[config.mk]
export PLATFORM = sky130hd
export DESIGN_NAME = fifo_wr_arbiter
export DESIGN_NICKNAME = d
export VERILOG_FILES = /design/src/rtl/fifo_wr_arbiter.sv
export SDC_FILE = /design/constraint.sdc
export NUM_CORES = 1
export LEC_CHECK = 0
export BUFFER_PORTS_ARGS = -buffer_cell sky130_fd_sc_hd__buf_4
export CORE_ASPECT_RATIO = 1.4
export CORE_MARGIN = 2
export CORE_UTILIZATION = 40
export DETAILED_ROUTE_END_ITERATION = 7
export PLACE_DENSITY = 0.81
export SLEW_MARGIN = 40
export SYNTH_ARGS = -nofsm -noshare
export SYNTH_HDL_FRONTEND = slang
export SYNTH_SLANG_ARGS = --single-unit
[constraint.sdc]
create_clock -name clk -period 3.15 [get_ports clk]
set_input_delay 0.63 -clock clk [delete_from_list [all_inputs] [get_ports clk]]
set_output_delay 0.63 -clock clk [all_outputs]
set_load 0.005 [all_outputs]
[src/rtl/fifo_wr_arbiter.sv]
// Round-robin arbiter sharing one sync-FIFO write port between NREQ valid/ready producers.
// Optional stall statistics counter enabled by defining FIFO_WR_ARB_STATS_EN.
module fifo_wr_arbiter #(
   parameter int NREQ      = 4,
   parameter int DWIDTH    = 16,
   parameter int MAX_BURST = 4
) (
   input  logic                     clk,
   input  logic                     rst,
   input  logic [NREQ-1:0]          req_valid,
   input  logic [NREQ*DWIDTH-1:0]   req_data,
   output logic [NREQ-1:0]          req_ready,
   input  logic                     fifo_full,
   output logic                     fifo_wr_en,
   output logic [DWIDTH-1:0]        fifo_din,
   output logic [NREQ-1:0]          grant,
   output logic                     busy,
   output logic [15:0]              stall_cnt
);

   localparam int IW = (NREQ > 1) ? $clog2(NREQ) : 1;
   localparam int CW = $clog2(MAX_BURST + 1);
   localparam logic [CW-1:0] LAST_BEAT = CW'(MAX_BURST - 1);

   typedef enum logic {IDLE, BURST} state_t;

   state_t          state_q, state_d;
   logic [IW-1:0]   owner_q, owner_d;
   logic [IW-1:0]   rr_ptr_q, rr_ptr_d;
   logic [CW-1:0]   count_q, count_d;
   logic [NREQ-1:0] grant_q, grant_d;
   logic [IW-1:0]   sel;
   logic            sel_found;
   logic            own_valid;
   logic [DWIDTH-1:0] own_data;

   // Current owner's valid and data slice.
   always_comb begin
      own_valid = 1'b0;
      own_data  = '0;
      for (int i = 0; i < NREQ; i++) begin
         if (owner_q == IW'(i)) begin
            own_valid = req_valid[i];
            own_data  = req_data[i*DWIDTH +: DWIDTH];
         end
      end
   end

   // First valid requester scanning from rr_ptr with wrap-around.
   always_comb begin : rr_select
      int idx;
      idx       = 0;
      sel       = rr_ptr_q;
      sel_found = 1'b0;
      for (int k = 0; k < NREQ; k++) begin
         idx = int'(rr_ptr_q) + k;
         if (idx >= NREQ) idx = idx - NREQ;
         if (!sel_found && req_valid[idx]) begin
            sel       = IW'(idx);
            sel_found = 1'b1;
         end
      end
   end

   always_comb begin
      // NOTE: every output of this block gets a default first so no latch is inferred.
      state_d    = state_q;
      owner_d    = owner_q;
      rr_ptr_d   = rr_ptr_q;
      count_d    = count_q;
      grant_d    = grant_q;
      req_ready  = '0;
      fifo_wr_en = 1'b0;
      fifo_din   = own_data;
      busy       = 1'b0;
      unique case (state_q)
         IDLE: begin
            if (sel_found) begin
               state_d = BURST;
               owner_d = sel;
               grant_d = NREQ'(1) << sel;
               count_d = '0;
            end
         end
         BURST: begin
            busy       = 1'b1;
            req_ready  = fifo_full ? '0 : grant_q;
            fifo_wr_en = own_valid & !fifo_full;
            if (!own_valid || (fifo_wr_en && count_q == LAST_BEAT)) begin
               state_d  = IDLE;
               grant_d  = '0;
               count_d  = '0;
               rr_ptr_d = (owner_q == IW'(NREQ - 1)) ? '0 : owner_q + 1'b1;
            end else if (fifo_wr_en) begin
               count_d = count_q + 1'b1;
            end
         end
         default: ;
      endcase
   end

   // NOTE: sequential state uses non-blocking assignments only.
   always_ff @(posedge clk) begin
      if (rst) begin
         state_q  <= IDLE;
         owner_q  <= '0;
         rr_ptr_q <= '0;
         count_q  <= '0;
         grant_q  <= '0;
      end else begin
         state_q  <= state_d;
         owner_q  <= owner_d;
         rr_ptr_q <= rr_ptr_d;
         count_q  <= count_d;
         grant_q  <= grant_d;
      end
   end

   assign grant = grant_q;

`ifdef FIFO_WR_ARB_STATS_EN
   logic [15:0] stall_cnt_q, stall_cnt_d;

   // Saturating count of cycles the owner wanted to write but the FIFO was full.
   always_comb begin
      stall_cnt_d = stall_cnt_q;
      if (busy && own_valid && fifo_full && stall_cnt_q != 16'hFFFF)
         stall_cnt_d = stall_cnt_q + 16'd1;
   end

   always_ff @(posedge clk) begin
      if (rst) stall_cnt_q <= '0;
      else     stall_cnt_q <= stall_cnt_d;
   end

   assign stall_cnt = stall_cnt_q;
`else
   assign stall_cnt = '0;
`endif

endmodule

==> results of run 1 <==
[report_power, final]
| group | internal [mW] | switching (mW) | total (mW) |
|---|---|---|---|
| registers | 0.163 | 0.0117 | 0.175 |
| logic | 0.199 | 0.170 | 0.369 |
| clock network | 0.110 | 0.0570 | 0.167 |
| total | 0.473 | 0.239 | 0.711 |
[final cells by class]
cell class                 count  area, sq um
fill                         335         1262
multi-input combinational    182         1040
timing repair buffer          98        735.7
sequential                    12        240.2
clock buffer                   4        55.05
tap                           40        50.05
inverter                       7        26.28
[worst paths after layout]
kind,start,endpoint,slack [ns],cells after the start
worst max-delay path,owner_q[0],fifo_wr_en,0.54,7
worst min register to register,count_q[0],count_q[0],0.48,1
worst min-delay path,count_q[0],count_q[0],0.48,1
worst max register to register,owner_q[0],count_q[2],0.97,7
[cells in the mapped netlist (6+ instances only)]
cell | count | area (sq um)
sky130_fd_sc_hd__ha_1 | 6 | 75.07
sky130_fd_sc_hd__nand2_1 | 39 | 146.4
sky130_fd_sc_hd__nand3b_1 | 18 | 135.1
sky130_fd_sc_hd__a21oi_1 | 35 | 175.2
sky130_fd_sc_hd__dfxtp_1 | 12 | 240.2
sky130_fd_sc_hd__buf_4 | 17 | 127.6
sky130_fd_sc_hd__inv_1 | 7 | 26.28
sky130_fd_sc_hd__nor2_1 | 10 | 37.54
sky130_fd_sc_hd__clkbuf_1 | 10 | 37.54
sky130_fd_sc_hd__o21ai_0 | 19 | 95.09
[worst reg2reg max path: cells and delay by family (launching register included)]
kind            cells  cell delay, ns
simple gates        2            0.61
compound gates      3            0.56
fa+ha+maj           1            0.52
flops               1            0.34
buf+inv             1            0.09
[layer usage]
layer | track usage (%) | up-vias
li1 | - | 890
met1 | 22.15 | 779
met2 | 41.50 | 87
met3 | 6.944 | 10
met4 | 9.444 | 0
met5 | 0 | -
[flip-flops by register name, indices dropped and copies added, names as in the netlist]
register and flops:
grant 4, count_q 3, owner_q 2, rr_ptr_q 2, state_q 1
[through the flow]
step,instance area [sq um],worst slack [ns]
2_1_floorplan,1486,1.123
5_1_grt,2147,0.3497
3_3_place_gp,2090,0.6256
3_5_place_dp,2090,0.5271
6_report,2147,0.5353
4_1_cts,2145,0.2584
[logic make-up after synthesis]
group | Yosys count
other | 1
DFF | 12
muxes | 4
and+or+nand+nor | 88
adders and majority gates | 6
buffers and inverters | 38
AOI/OAI and AO/OA | 68
==> results.txt, run 1 <==
* CTS tree: built
- The flow ran to the end, and the final reports show no timing, DRC or antenna violations.
- Of the total synthesized cell area, the portion taken by XOR and XNOR cells is 0%.
- The core region is 0.003410 sq mm.
- Final-layout worst hold slack: 0.4762 ns
* Synthesized flop and latch total: 12
* RSZ-0062 raised after global routing: false
- Global-route total usage across every layer: 22.40%
* Worst Setup Path Type: register to output port
* Final hold violation count: 0
- Cells along the critical path: inv_1 -> ha_1 -> nand3b_1 -> a221oi_2 -> a21oi_2 -> nor2_1 -> buf_4
* Total met2 wirelength after detailed routing: 2481 microns
* Total clock sinks: 12
* Share of the clock period used by the worst path after layout: 83.01%
- Summed over all layers, the routed wires come to 4826 microns.
- Wire segments on met3 add up to 579 microns in the final route.
* Crit start category: register
- STA classifies the critical path endpoint as an output port.
* Largest family of logic cells by synthesized area: simple AND/OR/NAND/NOR gates
- On the critical path the largest part of the delay comes from adder cells.
- Counting both buffers and inverters, the worst setup path holds a total of 2.
* Unique cell type count in the Yosys netlist: 37
- Synthesized-area fraction occupied by ao, oa, aoi and oai cells: 28.00%
* Proportion of synthesized flip-flops having asynchronous set or reset: 0%
- For this design, the slowest cell found on the critical path is sky130_fd_sc_hd__ha_1.
- Sum of net half-perimeters after detailed placement: 3841 microns
- At the end of the flow the core is filled with cells to 62.97%.
- Power per unit of standard cell area: 331.3 mW/mm^2
* Boundary pin count: 113
* Buffers on Ports: 96
- Slew @ Worst Pin: 0.5675 ns
- Mean instance size in the synthesized netlist: 6.590 sq um
* Antenna violations before repair: 0
- The share of the Yosys chip area taken by registers is 16.80%.
- Post-synthesis simple-gate area fraction: 32.28%
- Power after layout: 711.4 uW
- Once detail routing completed, the nets flagged for antenna violations numbered 0.
- Global routing finished with a remaining overflow of 0.
- Setup violations remaining at the end of the flow were counted as 0.
* Starting utilization of the core area: 41.94%
- Master cell of the clock root buffer: sky130_fd_sc_hd__clkbuf_8
* Final count of pins violating max slew: 0
- In the synthesized netlist the dominant register cell turns out to be sky130_fd_sc_hd__dfxtp_1.
- Clock transition at path regs: 0.05 ns
* Die Width: 54.54 microns
- Via count of the first global-routing pass: 1529
- The cell count after synthesis came out at 217.
* Level count of the clock H-tree: 1
- Routability-driven placement finished with a final weighted congestion of 0.8529.
* Post-route DRC violation count: 0
- The number of placed instances, taps included, is 339.
* Ys Warns: 0
* Routed metal-1 wirelength: 1672 microns
- First-pass GRT wire length: 6720 microns
* Data required time at the worst endpoint: 2.52 ns
- Area growth from synthesis to final layout: 50.13%
* Count of maximum capacitance violations: 0
* Count of nets after finishing: 381
* Worst voltage drop across the vdd grid: 0.3185 mV
- Setup TNS after final layout: 0 ns
* Skew-Pair Late Insertion Delay: 0.24 ns
- Area share of fa/ha/maj cells after synthesis: 5.249%
* Worst clock skew on the final layout: 0.001741 ns
- In this run the worst path has a maximum fanout of 17.
* Die Footprint: 0.004076 sq mm
* Initial DRC Count: 32
- Maximum clock insertion buffer count: 2
- In this run, CTS created clock tree buffers numbering 3.
* Count of buffers added by post-CTS timing repair for setup: 0
- Largest net degree at the start of global routing: 35
- Number of vias per cell: 5.149
* Leakage power of the design: 0.9865 nW
- Number of resized instances in the post-cts repair step: 0
- Number of diodes added for antenna fixing: 0
* Arrival time of data at the critical path endpoint: 1.98 ns
- Dividing the detail-routed wire length by the instance count gives 14.07 microns.
- DRT Pass-1 Iters: 4
* Most common cell after layout, fill and taps aside: sky130_fd_sc_hd__buf_4
- The synthesized netlist occupies a cell area of 0.001430 sq mm.
- Cells with a size suffix above 1 make up 36.96% of the layout.
* Count of flip-flops with a built-in enable after synthesis: 0
- The min-delay analysis places its worst path in the category register to register.
- Routed vias: 1766
- Leaving out filler cells and counting taps, the final layout contains 343.
- Static timing analysis puts the maximum clock frequency at 382.4 MHz.
- The floorplan has 25 rows.
- Subtracting the final worst setup slack from the clock period gives 2.615 ns.
- The floorplan step set the die height to 74.75 microns.
* Mux cell area share after synthesis: 2.800%
* Worst slew margin relative to its limit: 62.17%
- Count of hold buffers inserted by post-cts repair: 0
* Highest layer used for signal routing: met4
* Commonest cells after routing, fill and taps aside: sky130_fd_sc_hd__buf_4 (98), sky130_fd_sc_hd__nand2_1 (39), sky130_fd_sc_hd__a21oi_1 (35), sky130_fd_sc_hd__o21ai_0 (19), sky130_fd_sc_hd__nand3b_1 (18)
- Delay contributed by the slowest stage of the critical path: 0.52 ns
No activity file was read; power rests on OpenSTA's default activity.
==> run 2, diff against run 1 <==
==> constraint.sdc (replaced) <==
create_clock -name clk -period 2.7 [get_ports clk]
set_input_delay 0.54 -clock clk [delete_from_list [all_inputs] [get_ports clk]]
set_output_delay 0.54 -clock clk [all_outputs]
set_load 0.005 [all_outputs]
==> run 2 against run 1 <==
- design area grew 0.58%
- largest cell class unchanged
- largest power group unchanged
- sequential power increased by 17%
- register-to-register slack got worse by 0.37 ns
- worst setup slack worse by 0.27 ns
- highest routed layer unchanged
==> results.txt, run 2 (synthesis results as in run 1) <==
- Level count of the clock H-tree: 1 (unchanged)
- Crit start category: register
* First-pass GRT wire length: 6492 microns (-3.4%)
* Count of buffers added by post-CTS timing repair for setup: 0 (unchanged)
- The leakage power of the design came to 0.9975 nW (+1.1%).
- The global-route total usage across every layer is 21.66% (-0.74 points).
- The number of clock sinks seen by CTS came to 12 (unchanged).
- Number of rows created at floorplan: 25 (unchanged)
* Routed metal-1 wirelength: 1711 microns (+2.3%)
- Top cell family by delay on the critical path: compound AO/OA/AOI/OAI gates
- Most common cell after layout, fill and taps aside: sky130_fd_sc_hd__buf_4
- Peak fanout along the critical path: 34 (+17)
- The post-detailed-placement half-perimeter wirelength was 3874 microns (+0.85%).
- Worst slew margin relative to its limit: 63.53% (+1.4 points)
- DRT Pass-1 Iters: 4 (unchanged)
- The die area is 0.004076 sq mm (unchanged).
- The number of input and output port buffers inserted came to 96 (unchanged).
* Count of nets after finishing: 383 (+0.52%)
- Antenna violations before repair: 0 (unchanged)
- The y dimension of the die was 74.75 microns (unchanged).
- The number of fill cells in the layout is 327 (-2.4%).
- Max Fclk: 410.0 MHz
- The critical path in this run is classified as register to output port.
- The total count of max-transition violations in the final report was 0 (unchanged).
- Delay contributed by the slowest stage of the critical path: 0.37 ns (-0.15 ns)
* Largest net degree at the start of global routing: 35 (unchanged)
* Master cell of the clock root buffer: sky130_fd_sc_hd__clkbuf_8
- Via count of the first global-routing pass: 1479 (-3.3%)
- The average via count per standard cell was 5.075 (-1.4%).
- The placer's final routability congestion estimate came to 0.8698 (+2.0%).
* Worst path most repeated cell: sky130_fd_sc_hd__buf_4
* CTS buffer count: 3 (unchanged)
- Crit path capture type: output port
- Setup repair after global routing left no endpoint under its margin.
* Maximum clock insertion buffer count: 2 (unchanged)
- Drt wl/cell: 14.00 microns (-0.48%)
* Global route overflow: 0 (unchanged)
- Final hold violation count: 0 (unchanged)
* Post-route DRC violation count: 0 (unchanged)
- Cell with the largest stage delay on the worst path: sky130_fd_sc_hd__dfxtp_1
- The number of DRC markers after the initial detailed-route iteration came to 21 (-34%).
* Number of flip-flops in the largest register: 4 (unchanged)
- Cells along the critical path: inv_1 -> ha_1 -> buf_4 -> nand3b_1 -> a221oi_2 -> a21oi_2 -> nor2_1 -> buf_4
- The initial core utilization was 41.94% (unchanged).
- CTS tree: built
- Counting I/O delays and the setup requirement, the final critical path takes 2.439 ns.
- Worst Hold Class: register to register
- The cell area after placement came to 0.002105 sq mm (+0.72%).
- Arrival time of data at the critical path endpoint: 1.90 ns (-0.08 ns)
- Leaving out fill and tap cells, the most frequent cells in the layout are sky130_fd_sc_hd__buf_4 (100), sky130_fd_sc_hd__nand2_1 (39), sky130_fd_sc_hd__a21oi_1 (35), sky130_fd_sc_hd__o21ai_0 (19), sky130_fd_sc_hd__nand3b_1 (18).
* Layout cell share with drive strength beyond 1: 37.05% (+0.085 points)
- Routed WL: 4831 microns (+0.10%)
- The worst vdd rail ir drop came to 0.4049 mV (+27%).
- Count of antenna-violating nets left after detailed routing: 0 (unchanged)
- Area growth from synthesis to final layout: 51.01%
- Final core area utilization: 63.34% (+0.37 points)
- The endpoint required time on the critical path was 2.16 ns (-0.36 ns).
* Slew @ Worst Pin: 0.5333 ns (-0.03417 ns)
- The number of non-filler instances in the completed layout came to 345 (+0.58%).
- Final-report setup violation count: 0 (unchanged)
- The number of hold buffers added after CTS is 0 (unchanged).
- The power density relative to cell area was 386.4 mW/mm^2 (+17%).
- Setup TNS after final layout: 0 ns (unchanged)
- The combined buffer and inverter count along the critical path came to 3 (+1).
- The via count of the routed design came to 1751 (-0.85%).
- Number of diodes added for antenna fixing: 0 (unchanged)
- Number of resized instances in the post-cts repair step: 0 (unchanged)
- Worst clock skew on the final layout: 0.0008516 ns (-0.0008891 ns)
- Share of the clock period used by the worst path after layout: 90.33%
- The clock transition at the registers of the reported paths came to 0.05 ns (about the same).
- The flow ran to the end, and the final reports show no timing, DRC or antenna violations.
- Die Width: 54.54 microns (unchanged)
* Boundary pin count: 113 (unchanged)
* Total met2 wirelength after detailed routing: 2516 microns (+1.4%)
- Highest layer used for signal routing: met4
- Power after layout: 834.5 uW (+17%)
* Core region area: 0.003410 sq mm (unchanged)
- The number of placed instances, taps included is 341 (+0.59%).
- The total met3 wirelength after detailed routing was 542 microns (-6.4%).
- Non-Filler Cell Area, Final: 0.002160 sq mm (+0.58%)
- The insertion delay to the later sink of the worst-skew pair was 0.24 ns (about the same).
- The max capacitance violation total is 0 (unchanged).
==> run 2: cell types whose count changed in the layout (fill, tap and decap cells not counted), sizes merged <==
cell	change
buf	+2
==> run 2: layer usage <==
layer	GRT usage, %	vias to the layer above
li1	-	889
met1	20.51	768
met2	42.17	88
met3	5.952	6
met4	8.056	0
met5	0	-
==> run 2: path summary, 6_finish.rpt <==
check                                start         end  slack (ns)  depth (start not counted)
worst max-delay path            owner_q[1]  fifo_wr_en        0.26                          8
worst min register to register  count_q[2]  count_q[2]        0.47                          2
worst max register to register  owner_q[1]  count_q[1]        0.60                          8
worst min-delay path            count_q[2]  count_q[2]        0.47                          2
==> run 2: worst reg2reg max path, delay by kind of cell, from the launching register on <==
family,cells,cell delay [ns]
and+or+nand+nor,2,0.65
AOI/OAI and AO/OA,3,0.54
DFF,1,0.37
buffers and inverters,2,0.29
adders and majority gates,1,0.17
==> run 2: final cells by class <==
cell class	count	area [sq um]	area share, %
Clock buffer	4	55.05	2.549
Inverter	7	26.28	1.217
Multi-Input combinational cell	182	1037	48.03
Sequential cell	12	240.2	11.12
Tap cell	40	50.05	2.317
Timing Repair Buffer	100	750.7	34.76
==> run 2: power breakdown <==
part           total (mW)  switching, mW  internal, mW
sequential          0.204         0.0138         0.191
combinational       0.436          0.201         0.235
clock               0.194         0.0649         0.129
==> run 2: through the flow <==
step | hold WS [ns] | setup WS, ns
after floorplan | 0.4412 | 0.7628
after global placement | 0.4584 | 0.5749
after detailed placement | 0.4577 | 0.5150
after CTS | 0.4697 | 0.2499
after global routing | 0.5099 | 0.08747
final | 0.4680 | 0.2610
==> run 3, diff against run 2 <==
--- a/config.mk
+++ b/config.mk
@@ -11,6 +11,7 @@
 export CORE_UTILIZATION = 40
 export DETAILED_ROUTE_END_ITERATION = 7
 export PLACE_DENSITY = 0.81
+export SETUP_SLACK_MARGIN = 0.5
 export SLEW_MARGIN = 40
 export SYNTH_ARGS = -nofsm -noshare
 export SYNTH_HDL_FRONTEND = slang
==> run 3 against run 2 <==
- routed wire length increased by 11%
- hold slack improved by 0.00056 ns
- cell count rose by 1.7%
- fmax up 9.3%
- worst setup slack improved by 0.21 ns
- global-route usage is 1.2 points higher
- highest routed layer unchanged
==> results.txt, run 3 (synthesis results as in run 1) <==
* Minimum clock period: 2.231 ns (-0.2083 ns)
- The largest stage delay on the critical path is 0.35 ns (-0.02 ns).
- The number of clock sinks seen by CTS was 12 (unchanged).
- The setup TNS came to 0 ns (unchanged).
* Data required time at the worst endpoint: 2.16 ns (about the same)
* Die Footprint: 0.004076 sq mm (unchanged)
* Arrival time of data at the critical path endpoint: 1.69 ns (-0.21 ns)
* Sum of net half-perimeters after detailed placement: 3874 microns (unchanged)
- Number of vias per cell: 5.182 (+2.1%)
* Cell with the largest stage delay on the worst path: sky130_fd_sc_hd__dfxtp_2
- The library cell used most frequently in the layout, excluding fill and tap cells, is sky130_fd_sc_hd__buf_4.
* Peak fanout along the critical path: 9 (-74%)
- CTS buffer count: 3 (unchanged)
* Global-route total usage across every layer: 22.82% (+1.2 points)
- The count of inserted antenna diode cells came to 0 (unchanged).
- Count of maximum capacitance violations: 0 (unchanged)
- Max Fclk: 448.3 MHz (+9.3%)
- Buffers on Ports: 96 (unchanged)
* RSZ-0062 raised after global routing: true
- Die Width: 54.54 microns (unchanged)
- The first-pass iteration count of the detailed router was 4 (unchanged).
- Crit start category: register
- The run finished with clean final reports.
* Final Wtd Congestion: 0.8698 (unchanged)
* Worst clock skew on the final layout: 0.0005765 ns (-0.0002752 ns)
* Post-route DRC violation count: 0 (unchanged)
- Worst voltage drop across the vdd grid: 0.4208 mV (+3.9%)
- Worst Setup Path Type: register to output port
* Top cell family by delay on the critical path: compound AO/OA/AOI/OAI gates
- The number of fill cells in the layout came to 285 (-13%).
- Clock transition at path regs: 0.05 ns (about the same)
- Routed WL: 5350 microns (+11%)
- The initial antenna violation count came to 0 (unchanged).
* Power per unit of standard cell area: 388.6 mW/mm^2 (+0.56%)
- The final antenna-violating net count came to 0 (unchanged).
- The pin count of the biggest net entering global routing came to 34 (-2.9%).
- Share of the clock period used by the worst path after layout: 82.62% (-7.7 points)
- The I/O pin total was 113 (unchanged).
- The share of cells above drive strength 1 is 45.66% (+8.6 points).
- Non-Filler Cell Area, Final: 0.002391 sq mm (+11%)
- STA classifies the critical path endpoint as an output port.
- Cell Area, Placed: 0.002105 sq mm (unchanged)
- Slew @ Worst Pin: 0.5314 ns (-0.001861 ns)
- Via count of the first global-routing pass: 1550 (+4.8%)
- Bufs and invs on worst path: 3 (unchanged)
* Final-report setup violation count: 0 (unchanged)
- The total overflow reported by the global router is 0 (unchanged).
- Number of flip-flops in the largest register: 4 (unchanged)
- Skew-Pair Late Insertion Delay: 0.24 ns (about the same)
* Routed vias: 1819 (+3.9%)
- The placement row count came to 25 (unchanged).
- Maximum clock insertion buffer count: 2 (unchanged)
- Starting utilization of the core area: 41.94% (unchanged)
* First-pass GRT wire length: 6844 microns (+5.4%)
* Worst slew margin relative to its limit: 63.66% (+0.13 points)
- Final count of pins violating max slew: 0 (unchanged)
- The final routed wire length divided by cell count came to 15.24 microns (+8.9%).
- Commonest cells after routing, fill and taps aside: sky130_fd_sc_hd__buf_4 (99), sky130_fd_sc_hd__nand2_1 (39), sky130_fd_sc_hd__a21oi_1 (19), sky130_fd_sc_hd__nand3b_1 (18), sky130_fd_sc_hd__a21oi_2 (18)
- The number of DRC markers after the initial detailed-route iteration was 60 (+190%).
- The total power draw came to 929.1 uW (+11%).
- Core region area: 0.003410 sq mm (unchanged)
- Level count of the clock H-tree: 1 (unchanged)
* Count of nets after finishing: 389 (+1.6%)
- Master cell of the clock root buffer: sky130_fd_sc_hd__clkbuf_8
* Worst Hold Class: register to register
- CTS tree: built
- The signal on the critical path passes through inv_4 -> ha_4 -> buf_12 -> nand3b_1 -> a221oi_2 -> a21oi_2 -> nor2_1 -> buf_4.
- Floorplan die height: 74.75 microns (unchanged)
* Leakage power of the design: 1.068 nW (+7.1%)
- Relative to the synthesized area, the layout overhead comes to 67.19%.
- Final hold violation count: 0 (unchanged)
- Minimum setup slack among reg-to-reg paths: 0.66 ns (+0.06 ns)
[run 3: changes by cell type in the layout (fill, tap and decap cells not counted), moves of 2 or more]
cell,previous run,this run
sky130_fd_sc_hd__dfxtp_1,12,10
sky130_fd_sc_hd__ha_4,0,2
sky130_fd_sc_hd__clkbuf_16,0,2
sky130_fd_sc_hd__a21oi_1,35,19
sky130_fd_sc_hd__o21ai_1,0,14
sky130_fd_sc_hd__o21ai_0,19,5
sky130_fd_sc_hd__ha_1,6,3
sky130_fd_sc_hd__a21oi_2,2,18
sky130_fd_sc_hd__inv_1,7,5
sky130_fd_sc_hd__buf_12,0,2
[run 3: through the flow]
step           setup WS [ns]  util, %  hold WS (ns)  std cells
4_1_cts               0.4628    67.05        0.4697        349
3_3_place_gp          0.5749    61.72        0.4584        341
3_5_place_dp          0.5150    61.72        0.4577        341
5_1_grt               0.3901    70.13        0.5099        351
6_report              0.4693    70.13        0.4685        351
2_1_floorplan         0.7628        -        0.4412        232
[run 3: cell type report]
cell class / count / area [sq um] / share of cell area (%)
tap: 40 / 50.05 / 2.093
multi-input combinational: 182 / 1125 / 47.04
sequential: 12 / 245.2 / 10.26
inverter: 7 / 28.78 / 1.204
timing repair buffer: 106 / 887.1 / 37.10
clock buffer: 4 / 55.05 / 2.302
[run 3: where the power goes]
| group | switching (mW) | leakage (nW) | internal (mW) |
|---|---|---|---|
| clock network | 0.0656 | 0.0288 | 0.129 |
| registers | 0.0147 | 0.0991 | 0.191 |
| logic | 0.235 | 0.940 | 0.294 |
[run 3: worst paths after layout]
kind,start,depth (start not counted),end
worst max-delay path,owner_q[1],8,fifo_wr_en
worst max register to register,owner_q[1],9,count_q[1]
worst min-delay path,count_q[2],2,count_q[2]
worst min register to register,count_q[2],2,count_q[2]
[run 3: tightest hold or removal path: stages (launching register included)]
cell and delay, ns:
sky130_fd_sc_hd__dfxtp_1 0.30, sky130_fd_sc_hd__inv_1 0.05, sky130_fd_sc_hd__o22ai_2 0.07
[run 3: what timing repair did]
item / in CTS / in global routing
resized for setup: 22 / 29
cloned: 1 / 2
hold buffers: 0 / 0
setup endpoints to repair: 17 / 17
pin swaps: 2 / 17
setup buffers: 3 / 0
[run 3: routing by layer]
metal	vias up	global-route usage (%)	part of all wire, %	wire length (microns)
li1	909	-	-	-
met1	816	21.12	35	1872
met2	88	45.52	53	2833
met3	6	5.952	11	592
met4	0	7.778	0.97	52
met5	-	0	0	0
